==> config.mk <==
export PLATFORM = sky130hd
export DESIGN_NAME = ilm_iter_mult
export DESIGN_NICKNAME = d
export VERILOG_FILES = /design/src/rtl/ilm_iter_mult.sv
export SDC_FILE = /design/constraint.sdc
export NUM_CORES = 1
export LEC_CHECK = 0
export BUFFER_PORTS_ARGS = -buffer_cell sky130_fd_sc_hd__buf_2
export CORE_UTILIZATION = 25
export DETAILED_ROUTE_END_ITERATION = 8
export PLACE_DENSITY_LB_ADDON = 0.2
export SLEW_MARGIN = 20
export SYNTH_ARGS = -nofsm -noshare
export SYNTH_HDL_FRONTEND = slang
export SYNTH_SLANG_ARGS = --single-unit
==> constraint.sdc <==
create_clock -name clk -period 7 [get_ports clk]
set_input_delay 1.05 -clock clk [delete_from_list [all_inputs] [get_ports clk]]
set_output_delay 1.05 -clock clk [all_outputs]
set_load 0.02 [all_outputs]
==> src/rtl/ilm_iter_mult.sv <==
// rtl/ilm_iter_mult.sv - sequential iterative logarithmic multiplier, sign-magnitude operands
// Optional macro ILM_TRUNC_FLAG_EN adds out_trunc / out_iters status outputs.
module ilm_iter_mult #(
  parameter int W    = 8,
  parameter int ITER = 2
) (
  input  logic               clk,
  input  logic               rst,
  input  logic               in_valid,
  output logic               in_ready,
  input  logic [W:0]         in_a,
  input  logic [W:0]         in_b,
  output logic               out_valid,
  input  logic               out_ready,
  output logic [2*W-1:0]     out_prod,
  output logic               out_sign
`ifdef ILM_TRUNC_FLAG_EN
  ,
  output logic               out_trunc,
  output logic [$clog2(W+1)-1:0] out_iters
`endif
);

  localparam int CW = $clog2(W + 1);
  localparam int KW = (W > 1) ? $clog2(W) : 1;
  localparam int TW = 2 * W;
  localparam logic [CW-1:0] ITER_C = CW'(ITER);

  typedef enum logic [1:0] {S_IDLE, S_RUN, S_DONE} state_t;

  state_t          r_state;
  state_t          w_next;
  logic [W-1:0]    r_mag_a;
  logic [W-1:0]    r_mag_b;
  logic            r_sign;
  logic [TW-1:0]   r_acc;
  logic [CW-1:0]   r_cnt;

  logic [KW-1:0]   w_k1;
  logic [KW-1:0]   w_k2;
  logic [KW:0]     w_ksum;
  logic [W-1:0]    w_q1;
  logic [W-1:0]    w_q2;
  logic [TW-1:0]   w_term;
  logic            w_stop;

  // Leading-one position of each residue; residues are nonzero whenever the term is used.
  always_comb begin
    w_k1 = '0;
    w_k2 = '0;
    for (int i = 0; i < W; i++) begin
      if (r_mag_a[i]) w_k1 = KW'(i);
      if (r_mag_b[i]) w_k2 = KW'(i);
    end
    w_ksum = {1'b0, w_k1} + {1'b0, w_k2};
    w_q1   = r_mag_a & ~(W'(1) << w_k1);
    w_q2   = r_mag_b & ~(W'(1) << w_k2);
    w_term = (TW'(1) << w_ksum) + (TW'(w_q1) << w_k2) + (TW'(w_q2) << w_k1);
    w_stop = (r_mag_a == '0) || (r_mag_b == '0) || (r_cnt == ITER_C);
  end

  always_comb begin
    w_next = r_state;
    case (r_state)
      S_IDLE:  if (in_valid) w_next = S_RUN;
      S_RUN:   if (w_stop) w_next = S_DONE;
      S_DONE:  if (out_ready) w_next = S_IDLE;
      default: w_next = S_IDLE;
    endcase
  end

`ifdef ILM_TRUNC_FLAG_EN
  logic r_trunc;
`endif

  always_ff @(posedge clk) begin
    if (rst) begin
      r_state <= S_IDLE;
      r_mag_a <= '0;
      r_mag_b <= '0;
      r_sign  <= 1'b0;
      r_acc   <= '0;
      r_cnt   <= '0;
`ifdef ILM_TRUNC_FLAG_EN
      r_trunc <= 1'b0;
`endif
    end else begin
      r_state <= w_next;
      case (r_state)
        S_IDLE: if (in_valid) begin
          r_mag_a <= in_a[W-1:0];
          r_mag_b <= in_b[W-1:0];
          r_sign  <= in_a[W] ^ in_b[W];
          r_acc   <= '0;
          r_cnt   <= '0;
`ifdef ILM_TRUNC_FLAG_EN
          r_trunc <= 1'b0;
`endif
        end
        S_RUN: if (!w_stop) begin
          r_acc   <= r_acc + w_term;
          r_mag_a <= w_q1;
          r_mag_b <= w_q2;
          r_cnt   <= r_cnt + CW'(1);
        end else begin
`ifdef ILM_TRUNC_FLAG_EN
          r_trunc <= (r_cnt == ITER_C) && (r_mag_a != '0) && (r_mag_b != '0);
`endif
        end
        default: ;
      endcase
    end
  end

  assign in_ready  = (r_state == S_IDLE) && !rst;
  assign out_valid = (r_state == S_DONE);
  assign out_prod  = r_acc;
  assign out_sign  = r_sign && (r_acc != '0);
`ifdef ILM_TRUNC_FLAG_EN
  assign out_trunc = r_trunc;
  assign out_iters = r_cnt;
`endif

endmodule
==> impl_results.md, run 1 <==
- Crit path capture type: flop
- Routed wire length: 12.4 mm
- Fmax: 166 MHz
- Peak supply drop: 124 µV
- Yosys cell types: 60
- DIE WIDTH: 129 µm
- Hold_buf cts: 0
- Initial antenna violation count: 0
- CP max-delay cell: a221oi_1
- H-tree levels: 2
- Chip Height: 129 µm
- CP delay by family, top: adder cells
- Starting Density: 0.256
- RSZ-0062 raised after global routing: no
- ANT nets after route: 0
- Reg-to-reg setup timing slack: 970 ps
- Remaining DRCs: 0
- Top-area cell type share of the netlist area: 0.193
- IO Pins: 41
- Seq/Total Area, Yosys: 0.193
- Post-synth ARST share: 0
- Crit start category: flop
- Least-Margin Pin Slew: 933 ps
- Worst path required time: 7200 ps
- Crit path max fanout: 11
- Clock Power Share: 0.209
- Sw Pwr: 0.000500 W
- Clock Path Buffers: 2
- Setup Fix Bufs, Post-CTS: 0
- GR Overflow Total: 0
- Row Count: 46
- Part of the power in registers: 0.239
- Sw frac: 0.455
- Area leader, netlist: dfxtp_1
- Clk sink count: 39
- Area added between synthesis and finish: 13.3%
- Layout cells sized above 1: 0.127
- Core area: 15800 µm²
- Clock slew at reported path FFs: 60 ps
- Die Area: 16700 µm²
- Post-synthesis cell area: 4050 µm²
- IO buf count: 40
- All-layer global routing usage: 0.160
- Iter 0 DRT Violations: 196
- Filler cells: 1725
- Routed vias/inst: 4.93
- Worst path most repeated cell: fa_1
- Final worst path period share: 0.862
- Multi-input gate area: 2960 µm²
- Via count: 3791
- Worst Path Class, Setup: flop to flop
- Number of enable flip-flop cells after synthesis: 0
- Pin count of the biggest net entering global routing: 48
- Outcome: finished clean
- Non-filler cells, final: 769
- Post-CTS Resized: 0
- Tmin final: 6030 ps
- Worst-skew pair later-pin latency: 300 ps
- Worst EP arrival: 6230 ps
- Vias in the first global route: 3816
- Synth top cells by count: 62 x nand2_1, 52 x inv_1, 45 x a21oi_1, 39 x dfxtp_1, 39 x nor2_1
- GPL Wtd Cong: 0.888
- Count leader, synth: nand2_1
- Cell Int Power: 0.000600 W
- Hpwl dp: 9.89 mm
- Worst Skew: 7.21 ps
- Final hold vios: 0
- Setup violations, final: 0
- Slowest stage delay, CP: 660 ps
- WP buf/inv: 3
- Mapped Avg Cell Area: 7.68 µm²
- Num CTS Buffers: 5
- Pwr per Cell Area: 240 nW/µm²
- Pwr Total: 0.00110 W
- DRT Pass-1 Iters: 4
- CP Cell Sequence: inv_1 -> a21oi_1 -> nand2_1 -> ha_1 -> inv_1 -> fa_1 -> mux2i_1 -> nor2b_1 -> nand3_1 -> fa_1 -> fa_1 -> inv_1 -> ha_1 -> fa_1 -> a21o_1 -> a221oi_1 -> o211ai_1 -> a2111oi_0 -> a31oi_1 -> o41ai_1
- Reg area: 781 µm²
- Layout Nets: 626
- N_diodes: 0
- Max-cap violation count: 0
- Leak: 1.89 nW
- Top_reg_cell synth: dfxtp_1
- Hold Path Class: flop to flop
- CTS tree: done
- Yosys reg bits: 39
- Fin Setup TNS: 0 ps
- Synth warnings: 0
- Max-slew violations: 0
- Top post-synthesis cells by area: dfxtp_1 19%, fa_1 15%, ha_1 6.2%, nand2_1 5.7%, a21oi_1 5.6%
- Clock root buffer: clkbuf_16
- Worst relative slew slack: 0.378
- Syn Inst Count: 527
- Combinational share of power: 0.551
- First-pass GRT wire length: 20.4 mm
- # placed instances: 762
- Routed length per instance: 16.1 µm
[flip-flops by register name, summed over array words and instances, names as in the netlist]
signal    count
out_prod     16
r_mag_b       8
r_mag_a       8
r_sign        1
r_cnt         4
r_state       2
[tightest hold or removal path, delay by kind of cell, from the launching register on]
family,cells,cell delay (ps)
flops,1,330
compound gates,1,60
simple gates,1,60
[cell families (layout without fill, tap and decap cells)]
logic type	after synthesis	after routing	synth area share
AND/OR/NAND/NOR	186	186	0.221
AO/OA/AOI/OAI	137	137	0.214
buffers and inverters	80	105	0.0773
adder cells (fa/ha/maj)	51	51	0.215
flip-flops	39	39	0.193
multiplexers	17	17	0.0442
XOR/XNOR	16	16	0.0346
other	1	2	0.000926
[cell usage in the layout, fill, tap and decap left out, drive strengths merged, types with 5 or more instances in the layout]
cell type	instances
a211oi	5
a21o	5
a21oi	46
a22oi	12
and2	5
buf	45
clkbuf	5
dfxtp	39
fa	31
ha	20
inv	53
mux2	7
mux2i	10
nand2	62
nand3	31
nor2	39
nor2b	11
nor3	13
nor4	6
o211ai	5
o21a	6
o21ai	29
xnor2	10
xor2	6
[through the flow]
step,hold slack (ps),worst slack (ps),utilization,instance area (µm²)
2_1_floorplan,437,1460,-,4050
3_3_place_gp,475,1080,0.281,4450
3_5_place_dp,482,957,0.281,4450
4_1_cts,492,936,0.290,4590
5_1_grt,530,596,0.290,4590
6_report,490,966,0.290,4590
[routing by layer]
layer / part of all wire / global-route usage / up-vias / wire length [µm]
li1: - / - / 1880 / -
met1: 0.47 / 0.204 / 1828 / 5850
met2: 0.47 / 0.268 / 60 / 5810
met3: 0.033 / 0.0339 / 23 / 409
met4: 0.026 / 0.0554 / 0 / 320
met5: 0 / 0 / - / 0
[final cells by class]
cell class                 count  area share
clock inverter                 2     0.00300
clock buffer                   5      0.0273
timing repair buffer          45      0.0518
tap                          216      0.0589
inverter                      53      0.0434
multi-input combinational    409       0.645
sequential                    39       0.170
[worst paths after layout]
kind | end | start | cells past startpoint
max reg2reg | out_prod[13]$_SDFFE_PP0P_ | r_mag_a[6]$_SDFFE_PP0P_ | 20
min reg2reg | r_mag_b[1]$_SDFFE_PP0P_ | r_mag_b[1]$_SDFFE_PP0P_ | 2
min | r_mag_b[1]$_SDFFE_PP0P_ | r_mag_b[1]$_SDFFE_PP0P_ | 2
max | out_prod[13]$_SDFFE_PP0P_ | r_mag_a[6]$_SDFFE_PP0P_ | 20
[power groups by stage]
stage	logic (W)	clock network (W)	registers, W
after detailed placement	0.000606	0	0.000268
final	0.000607	0.000231	0.000263
after CTS	0.000611	0.000239	0.000263
after global placement	0.000605	0	0.000267
after floorplan	0.000467	0	0.000263
after global routing	0.000689	0.000248	0.000267
Power figures use the tool's default switching activity.
==> run 2: changes to the inputs <==
--- a/config.mk
+++ b/config.mk
@@ -6,8 +6,11 @@
 export NUM_CORES = 1
 export LEC_CHECK = 0
 export BUFFER_PORTS_ARGS = -buffer_cell sky130_fd_sc_hd__buf_2
+export CORE_MARGIN = 10
 export CORE_UTILIZATION = 25
+export CTS_BUF_LIST = sky130_fd_sc_hd__clkbuf_4 sky130_fd_sc_hd__clkbuf_8 sky130_fd_sc_hd__clkbuf_16
 export DETAILED_ROUTE_END_ITERATION = 8
+export GPL_TIMING_DRIVEN = 0
 export PLACE_DENSITY_LB_ADDON = 0.2
 export SLEW_MARGIN = 20
 export SYNTH_ARGS = -nofsm -noshare
==> impl_results.md, run 2 (synthesis gave the netlist of run 1 again) <==
- Commonest non-fill, non-tap cell in the layout: nand2_1 (unchanged)
- Final hold vios: 0 (unchanged)
- Worst path required time: 7190 ps (was 7200 ps)
- DIE WIDTH: 147 µm (was 129 µm)
- Crit path max fanout: 10 (was 11)
- ANT nets after route: 0 (unchanged)
- Iter 0 DRT Violations: 269 (was 196)
- Sw Pwr: 0.000521 W (was 0.000500 W)
- Crit path capture type: flop (unchanged)
- First-pass GRT wire length: 21.9 mm (was 20.4 mm)
- N_diodes: 0 (unchanged)
- Starting Density: 0.255 (was 0.256)
- Die Area: 21700 µm² (was 16700 µm²)
- Combinational share of power: 0.560 (was 0.551)
- Tmin final: 6360 ps (was 6030 ps)
- Clk sink count: 39 (unchanged)
- Worst path most repeated cell: fa_1 (unchanged)
- CP Cell Sequence: clkbuf_1 -> inv_1 -> a21oi_1 -> nand2_1 -> clkbuf_1 -> ha_1 -> inv_1 -> fa_1 -> clkbuf_1 -> mux2i_1 -> nor2b_1 -> nand3_1 -> fa_1 -> fa_1 -> inv_1 -> ha_1 -> fa_1 -> a21o_1 -> a221oi_2 -> o211ai_1 -> a2111oi_0 -> a31oi_1 -> o41ai_1 (was inv_1 -> a21oi_1 -> nand2_1 -> ha_1 -> inv_1 -> fa_1 -> mux2i_1 -> nor2b_1 -> nand3_1 -> fa_1 -> fa_1 -> inv_1 -> ha_1 -> fa_1 -> a21o_1 -> a221oi_1 -> o211ai_1 -> a2111oi_0 -> a31oi_1 -> o41ai_1)
- Hold path depth: 2 (unchanged)
- Sw frac: 0.461 (was 0.455)
- RR Startpoint: r_mag_a[6]$_SDFFE_PP0P_ (unchanged)
- Peak supply drop: 98.1 µV (was 124 µV)
- RSZ-0062 raised after global routing: no (unchanged)
- Filler cells: 1792 (was 1725)
- GR Overflow Total: 0 (unchanged)
- R2R cell count: 23 (was 20)
- Routed wire length: 13.9 mm (was 12.4 mm)
- Pwr per Cell Area: 242 nW/µm² (was 240 nW/µm²)
- Cell Int Power: 0.000609 W (was 0.000600 W)
- Least-Margin Pin Slew: 752 ps (was 933 ps)
- Layout Nets: 648 (was 626)
- IO buf count: 40 (unchanged)
- Routed length per instance: 17.5 µm (was 16.1 µm)
- Post-CTS Resized: 0 (unchanged)
- Layout cells sized above 1: 0.123 (was 0.127)
- Routed vias/inst: 4.90 (was 4.93)
- Fmax: 157 MHz (was 166 MHz)
- Max reg flops: 16 (unchanged)
- Clock root buffer: clkbuf_16 (unchanged)
- Clock Power Share: 0.211 (was 0.209)
- Fin Setup TNS: 0 ps (unchanged)
- Area added between synthesis and finish: 15.5% (was 13.3%)
- Worst Skew: 6.06 ps (was 7.21 ps)
- Remaining DRCs: 0 (unchanged)
- Worst EP arrival: 6550 ps (was 6230 ps)
- Multi-input gate area: 2960 µm² (about the same)
- DP Area: 4520 µm² (was 4450 µm²)
- GPL Wtd Cong: 0.854 (was 0.888)
- CP Launch Point: r_mag_a[6]$_SDFFE_PP0P_ (unchanged)
- CTS tree: done (unchanged)
- Reg area: 781 µm² (unchanged)
- Hold_ws: 490 ps (about the same)
- Clock Path Buffers: 2 (unchanged)
- CP max-delay cell: fa_1 (was a221oi_1)
- All-layer global routing usage: 0.128 (was 0.160)
- Via count: 3879 (was 3791)
- Most frequent cells in the layout: 62 x nand2_1, 52 x inv_1, 45 x a21oi_1, 44 x buf_2 (was 61 x nand2_1, 52 x inv_1, 45 x a21oi_1, 40 x buf_2)
- Chip Height: 147 µm (was 129 µm)
- Leak: 1.91 nW (was 1.89 nW)
- Hold Path Class: flop to flop (unchanged)
- Hpwl dp: 11.4 mm (was 9.89 mm)
- Num CTS Buffers: 5 (unchanged)
- Outcome: finished clean (unchanged)
- Setup Fix Bufs, Post-CTS: 0 (unchanged)
- IO Pins: 41 (unchanged)
- H-tree levels: 2 (unchanged)
- Max-slew violations: 0 (unchanged)
- Initial antenna violation count: 0 (unchanged)
- Vias in the first global route: 3920 (was 3816)
- Hold_buf cts: 0 (unchanged)
- Setup violations, final: 0 (unchanged)
- Design area: 4670 µm² (was 4590 µm²)
- Final worst path period share: 0.908 (was 0.862)
- Hold path start: r_mag_b[0]$_SDFFE_PP0P_ (was r_mag_b[1]$_SDFFE_PP0P_)
- Slowest stage delay, CP: 540 ps (was 660 ps)
- Part of the power in registers: 0.228 (was 0.239)
- Worst relative slew slack: 0.499 (was 0.378)
- Pin count of the biggest net entering global routing: 13 (was 48)
- Clock slew at reported path FFs: 60 ps (about the same)
- Row Count: 46 (unchanged)
- Crit start category: flop (unchanged)
- Max-cap violation count: 0 (unchanged)
- Core area: 15900 µm² (was 15800 µm²)
- DRT Pass-1 Iters: 5 (was 4)
- Worst-skew pair later-pin latency: 300 ps (about the same)
- Worst Path Class, Setup: flop to flop (unchanged)
## run 2: changes by cell type in the layout (fill, tap and decap cells not counted), sizes merged
| cell | delta |
|---|---|
| clkinvlp | +1 |
| clkinv | -1 |
| buf | +1 |
| clkbuf | +22 |
## run 2: path summary, 6_finish.rpt
kind	to	slack, ps
max	out_prod[13]$_SDFFE_PP0P_	640
min	r_mag_b[0]$_SDFFE_PP0P_	490
max reg2reg	out_prod[13]$_SDFFE_PP0P_	640
min reg2reg	r_mag_b[0]$_SDFFE_PP0P_	490
## run 2: layout make-up
cell class	count	share of cell area
Buffer	27	0.0244
Clock buffer	6	0.0284
Clock inverter	2	0.00268
Inverter	53	0.0426
Multi-Input combinational cell	409	0.634
Sequential cell	39	0.167
Tap cell	216	0.0578
Timing Repair Buffer	40	0.0428
## run 2: critical path, delay by kind of cell, from the launching register on
family / cells / cell delay, ps
buffers and inverters: 6 / 1230
AND/OR/NAND/NOR: 3 / 530
multiplexers: 1 / 210
adder cells (fa/ha/maj): 6 / 2120
flip-flops: 1 / 310
AO/OA/AOI/OAI: 7 / 1850
## run 2: power groups by stage
stage / sequential [W] / combinational (W) / clock, W
finish: 0.000258 / 0.000633 / 0.000239
CTS: 0.000257 / 0.000628 / 0.000246
global route: 0.000260 / 0.000712 / 0.000255
global placement: 0.000262 / 0.000626 / 0
detailed placement: 0.000262 / 0.000624 / 0
floorplan: 0.000263 / 0.000467 / 0
## run 2: metal layers
| layer | share of wire | vias up | GRT usage | routed length (µm) |
|---|---|---|---|---|
| met2 | 0.48 | 65 | 0.216 | 6650 |
| met5 | 0 | - | 0 | 0 |
| met3 | 0.034 | 8 | 0.0230 | 473 |
| met4 | 0.011 | 0 | 0.0297 | 148 |
| met1 | 0.48 | 1885 | 0.165 | 6610 |
| li1 | - | 1921 | - | - |
## run 2: through the flow
step,util,setup slack (ps),total power [W],instances
6_report,0.294,645,0.00113,792
5_1_grt,0.294,190,0.00123,792
4_1_cts,0.294,427,0.00113,792
3_5_place_dp,0.285,448,0.000887,784
3_3_place_gp,0.285,522,0.000888,784
2_1_floorplan,-,1460,0.000730,528
